==> src/rtl/fir_guide_pkg.sv <==
// Shared constants for the 16-tap symmetric FIR.
// Coefficient table holds h[0..7]; h[k] = h[15-k] supplies the rest.
package fir_guide_pkg;

  localparam int NTAPS  = 16;
  localparam int NHALF  = 8;
  localparam int IN_W   = 12;
  localparam int COEF_W = 12;
  localparam int SUM_W  = 13;
  localparam int PROD_W = 25;
  localparam int OUT_W  = 29;

  typedef logic [COEF_W-1:0] coef_t;

  localparam coef_t COEF [NHALF] = '{
    12'd11,  12'd31,  12'd63,  12'd104,
    12'd152, 12'd198, 12'd235, 12'd255
  };

  function automatic coef_t coef_at(input int k);
    return (k < NHALF) ? COEF[k] : COEF[NTAPS-1-k];
  endfunction

endpackage

==> src/rtl/fir_guide_mult.sv <==
// Registered unsigned multiplier, async active-high reset.
module fir_guide_mult #(
  parameter int A_W = 13,
  parameter int B_W = 12
) (
  input  logic               clk,
  input  logic               rst,
  input  logic [A_W-1:0]     i_a,
  input  logic [B_W-1:0]     i_b,
  output logic [A_W+B_W-1:0] o_p
);

  localparam int P_W = A_W + B_W;

  logic [P_W-1:0] r_p;

  always_ff @(posedge clk or posedge rst) begin
    if (rst) r_p <= '0;
    else     r_p <= P_W'(i_a) * P_W'(i_b);
  end

  assign o_p = r_p;

endmodule

==> src/rtl/fir_guide.sv <==
// 16-tap linear-phase FIR, 3-stage pipeline behind the tap register.
// FIR_PREADD_EN selects the symmetric pre-adder (8 multipliers).
module fir_guide
  import fir_guide_pkg::*;
(
  input  logic             clk,
  input  logic             rstn,
  input  logic             en,
  input  logic [IN_W-1:0]  xin,
  output logic             valid,
  output logic [OUT_W-1:0] yout
);

`ifdef FIR_PREADD_EN
  localparam int NMUL = NHALF;
  localparam int A_W  = SUM_W;
  localparam int P_W  = PROD_W;
`else
  localparam int NMUL = NTAPS;
  localparam int A_W  = IN_W;
  localparam int P_W  = IN_W + COEF_W;
`endif

  logic [IN_W-1:0]  r_tap [NTAPS];
  logic [A_W-1:0]   r_s1  [NMUL];
  logic [P_W-1:0]   w_prod[NMUL];
  logic [OUT_W-1:0] w_sum;
  logic [OUT_W-1:0] r_y;
  logic             r_tap_en;
  logic [2:0]       r_vld;

  always_ff @(posedge clk or posedge rstn) begin
    if (rstn) begin
      for (int i = 0; i < NTAPS; i++) r_tap[i] <= '0;
    end else if (en) begin
      r_tap[0] <= xin;
      for (int i = 1; i < NTAPS; i++) r_tap[i] <= r_tap[i-1];
    end
  end

  always_ff @(posedge clk or posedge rstn) begin
    if (rstn) begin
      for (int i = 0; i < NMUL; i++) r_s1[i] <= '0;
    end else begin
      for (int i = 0; i < NMUL; i++) begin
`ifdef FIR_PREADD_EN
        r_s1[i] <= SUM_W'(r_tap[i]) + SUM_W'(r_tap[NTAPS-1-i]);
`else
        r_s1[i] <= r_tap[i];
`endif
      end
    end
  end

  for (genvar k = 0; k < NMUL; k++) begin : g_mul
    localparam coef_t C = coef_at(k);
    fir_guide_mult #(
      .A_W(A_W),
      .B_W(COEF_W)
    ) u_mult (
      .clk(clk),
      .rst(rstn),
      .i_a(r_s1[k]),
      .i_b(C),
      .o_p(w_prod[k])
    );
  end

  always_comb begin
    w_sum = '0;
    for (int i = 0; i < NMUL; i++) w_sum = w_sum + OUT_W'(w_prod[i]);
  end

  // r_tap_en marks the tap stage; r_vld follows the data through stages 1-3
  always_ff @(posedge clk or posedge rstn) begin
    if (rstn) begin
      r_y      <= '0;
      r_tap_en <= 1'b0;
      r_vld    <= '0;
    end else begin
      r_y      <= w_sum;
      r_tap_en <= en;
      r_vld    <= {r_vld[1:0], r_tap_en};
    end
  end

  assign yout  = r_y;
  assign valid = r_vld[2];

endmodule

==> config.mk <==
export PLATFORM = sky130hd
export DESIGN_NAME = fir_guide
export DESIGN_NICKNAME = d
export VERILOG_FILES = /design/src/rtl/fir_guide_pkg.sv /design/src/rtl/fir_guide_mult.sv /design/src/rtl/fir_guide.sv
export SDC_FILE = /design/constraint.sdc
export NUM_CORES = 2
export LEC_CHECK = 0
export ABC_AREA = 1
export ABC_CLOCK_PERIOD_IN_PS = 30100
export BUFFER_PORTS_ARGS = -buffer_cell sky130_fd_sc_hd__buf_2
export CAP_MARGIN = 20
export CORE_AREA = 2 2 328 330
export CTS_BUF_LIST = sky130_fd_sc_hd__clkbuf_16
export DETAILED_ROUTE_END_ITERATION = 10
export DIE_AREA = 0 0 330 332
export PLACE_DENSITY = 0.76
export SLEW_MARGIN = 25
export SYNTH_ARGS = -nofsm -noshare
export SYNTH_HDL_FRONTEND = slang
export SYNTH_SLANG_ARGS = --single-unit
==> constraint.sdc <==
create_clock -name clk -period 30.1 [get_ports clk]
set_input_delay 6.02 -clock clk [delete_from_list [all_inputs] [get_ports clk]]
set_output_delay 6.02 -clock clk [all_outputs]
set_load 0.02 [all_outputs]
==> impl_results.md <==
- Compound-Gate Fraction of Synth Area: 5.43%
- CP Launch Type: primary input
- Fin. Hold Viols: 0
- Period utilization: around 27%
- Setup Crit Path Kind: in2reg
- Worst hold endpoint: r_vld[1]
- Most frequent cell after synthesis: inv_1
- ANT nets after route: 0
- Nets: 6,817
- Setup Viol. Count Final: 0
- Failing checks: design-rule violations
- Vias per inst: 5.03
- Cells after Synth: ~5,500
- Global-route wire length before repair: 194,000 µm
- Dominant cell type by area after synthesis: dfrtp_1
- CTS tree: built
- FILL cells: ~9,200
- Reg2reg setup slack: approximately 23 ns
- Cell variety after synth: 32
- Adder-Cell Fraction of Synth Area: a little under two fifths
- Die X: 330 µm
- Top-area cell type share of the netlist area: about 33%
- Post-synth EDFFs: 0
- Initial DRT Pass Iterations: 9
- CP Max Fanout: between 150 and 200
- Area grow syn2layout: 8.11%
- H-Tree Level Count: 3
- Clk_lat worst skew: 0.66 ns
- Flops & latches, synth: about 700
- Post-synthesis simple-gate area fraction: about 12%
- Routability cong.: 0.913
- Ys Warns: 0
- Vias in the first global route: 36,800
- Avg WL per Cell: between 15 and 20 µm
- Number of CTS-inserted buffers: 74
- F_max: ~120 MHz
- Post-Synthesis Cell Area: 52,700 µm²
- I/O Buffers: 40
- Clk pin slew, worst setup/hold paths: 0.06 ns
- Async SR Flop Fraction: 100%
- Core footprint: 106,000 µm²
- Worst Path Required: 30.57 ns
- Largest family of logic cells by synthesized area: adder cells
- Top post-synthesis cells by area: dfrtp_1, fa_1, ha_1, inv_1, nand2_1
- Rows: 120
- Total GRT Usage: 22.6%
- Final WL: 119,000 µm
- Status: complete, but fails checks
- Initial Utilization: 49.6%
- Worst reg-to-reg path cell count: 24
- Cells on Worst Hold Path: 0
- Cts repair resizes: 0
- Cts hold-fix bufs: 0
- Setup Skew: 0.0320 ns
- Worst EP arrival: 8.68 ns
- Actual slew at the worst max-slew pin: 0.937 ns
- Share of cells above drive strength 1: around 3.1%
- RR Startpoint: g_mul[0].u_mult.o_p[0]
- Clk root buf: clkbuf_16
- Clock Sinks: ~700
- Initial antenna violation count: 1
- Die H: 332 µm
- Max_cap viols: 0
- Setup_tns: 0 ns
- Largest net degree at the start of global routing: around 170
- XOR/XNOR share of the synthesized area: 2.44%
- Commonest cells in the netlist: inv_1, nand2_1, dfrtp_1, ha_1, fa_1
- Register area share after synthesis: 33.2%
- Critical path endpoint category: flop
- Global route overflow: 0
- Hold Path Class: reg2reg
- Mean Syn Cell Area: roughly 9.6 µm²
- Final Max Slew Viols: 0
- DR vias: between 30,000 and 40,000
- Initial DRC Count: 2,538
- Worst r2r dst: yout[20]
- Commonest register cell after synthesis: dfrtp_1
- Number of remaining DRC errors: 8
- Slew headroom: approximately 38%
- Die Area: 110,000 µm²
- Buffers from clock root to sink, at most: 3
- Post-synthesis mux area share: 0%
- Hpwl dp: 97,200 µm
- Min Tclk post-route: a little over 8 ns
- Unrepaired setup endpoints after global routing: false
- Post-CTS Repair Setup Buffers: 0
- Min-delay src: r_vld[0]
- # IOs: 45
## worst max-delay path: stages
cell and delay [ns]:
buf_8 0.49, buf_4 0.79, buf_6 0.74, o21ai_0 0.24
## metrics by stage
stage          instance area, µm²  hold slack, ns  util (%)  instances  worst slack (ns)
2_1_floorplan               52700           0.331         -       5511              4.48
3_3_place_gp                54500           0.333      51.3       6915             21.18
3_5_place_dp                54500           0.336      51.3       6915             21.36
4_1_cts                     56900           0.351      53.6       7050             21.99
5_1_grt                     57000           0.356      53.6       7050             21.69
6_report                    57000           0.348      53.6       7053             21.90
## layer usage
layer | part of all wire [%] | routed length [µm] | up-vias | track usage, %
met1 | 45 | 53100 | 17500 | 31.7
met3 | 5.2 | 6130 | 160 | 2.96
met4 | 2.7 | 3170 | 0 | 6.44
met5 | 0 | 0 | - | 0
met2 | 47 | 56200 | 786 | 36.8
li1 | - | - | 17000 | -
## how the worst max path moves through the flow
| stage | startpoint | to | slack [ns] | depth (start not counted) |
|---|---|---|---|---|
| after floorplan | rstn | g_mul[0].u_mult.o_p[0] | 4.48 | 1 |
| after global placement | en | r_tap[13] | 21.18 | 4 |
| after detailed placement | en | r_tap[14] | 21.36 | 4 |
| after CTS | en | r_tap[84] | 21.99 | 4 |
| after global routing | en | r_tap[14] | 21.69 | 4 |
| final | en | r_tap[14] | 21.90 | 4 |
## kinds of logic (layout without fill, tap and decap cells)
kind of cell / after synthesis / in the layout
buf+inv: 1315 / 1451
xor+xnor: 147 / 147
simple gates: 1584 / 1584
flops: 699 / 699
other cells: 1 / 7
fa+ha+maj: 1214 / 1214
compound gates: 548 / 548
## placed cells by master (no fill, tap or decap), types with 16 or more instances in the layout
cell / instances
nor2_1: 285
dfrtp_1: 699
fa_1: 598
xnor2_1: 23
buf_2: 39
nand3_1: 206
inv_1: 1280
nand2_1: 1009
a21oi_1: 326
nor3_1: 36
o21ai_0: 169
xor2_1: 124
ha_1: 616
nand4_1: 16
clkbuf_16: 74
## cell type report
class                           instances  area [µm²]  area share (%)
Multi-Input combinational cell       3497       30200            53.1
Sequential cell                       699       17500            30.7
Clock inverter                         61         556           0.975
Tap cell                             1403        1760            3.08
Timing Repair Buffer                   48         307           0.538
Clock buffer                           74        1850            3.25
Antenna cell                            3        7.51          0.0132
Inverter                             1268        4770            8.37
## sequential cells by signal, summed over array words and instances, names as in the netlist
name              cells
r_tap_en              1
r_vld                 3
yout                 25
g_mul.u_mult.o_p    286
r_tap               192
r_s1                192
Power is left out: the tool's default activity adds up to more than one toggle a clock period on the data nets, which glitch-free logic cannot reach.
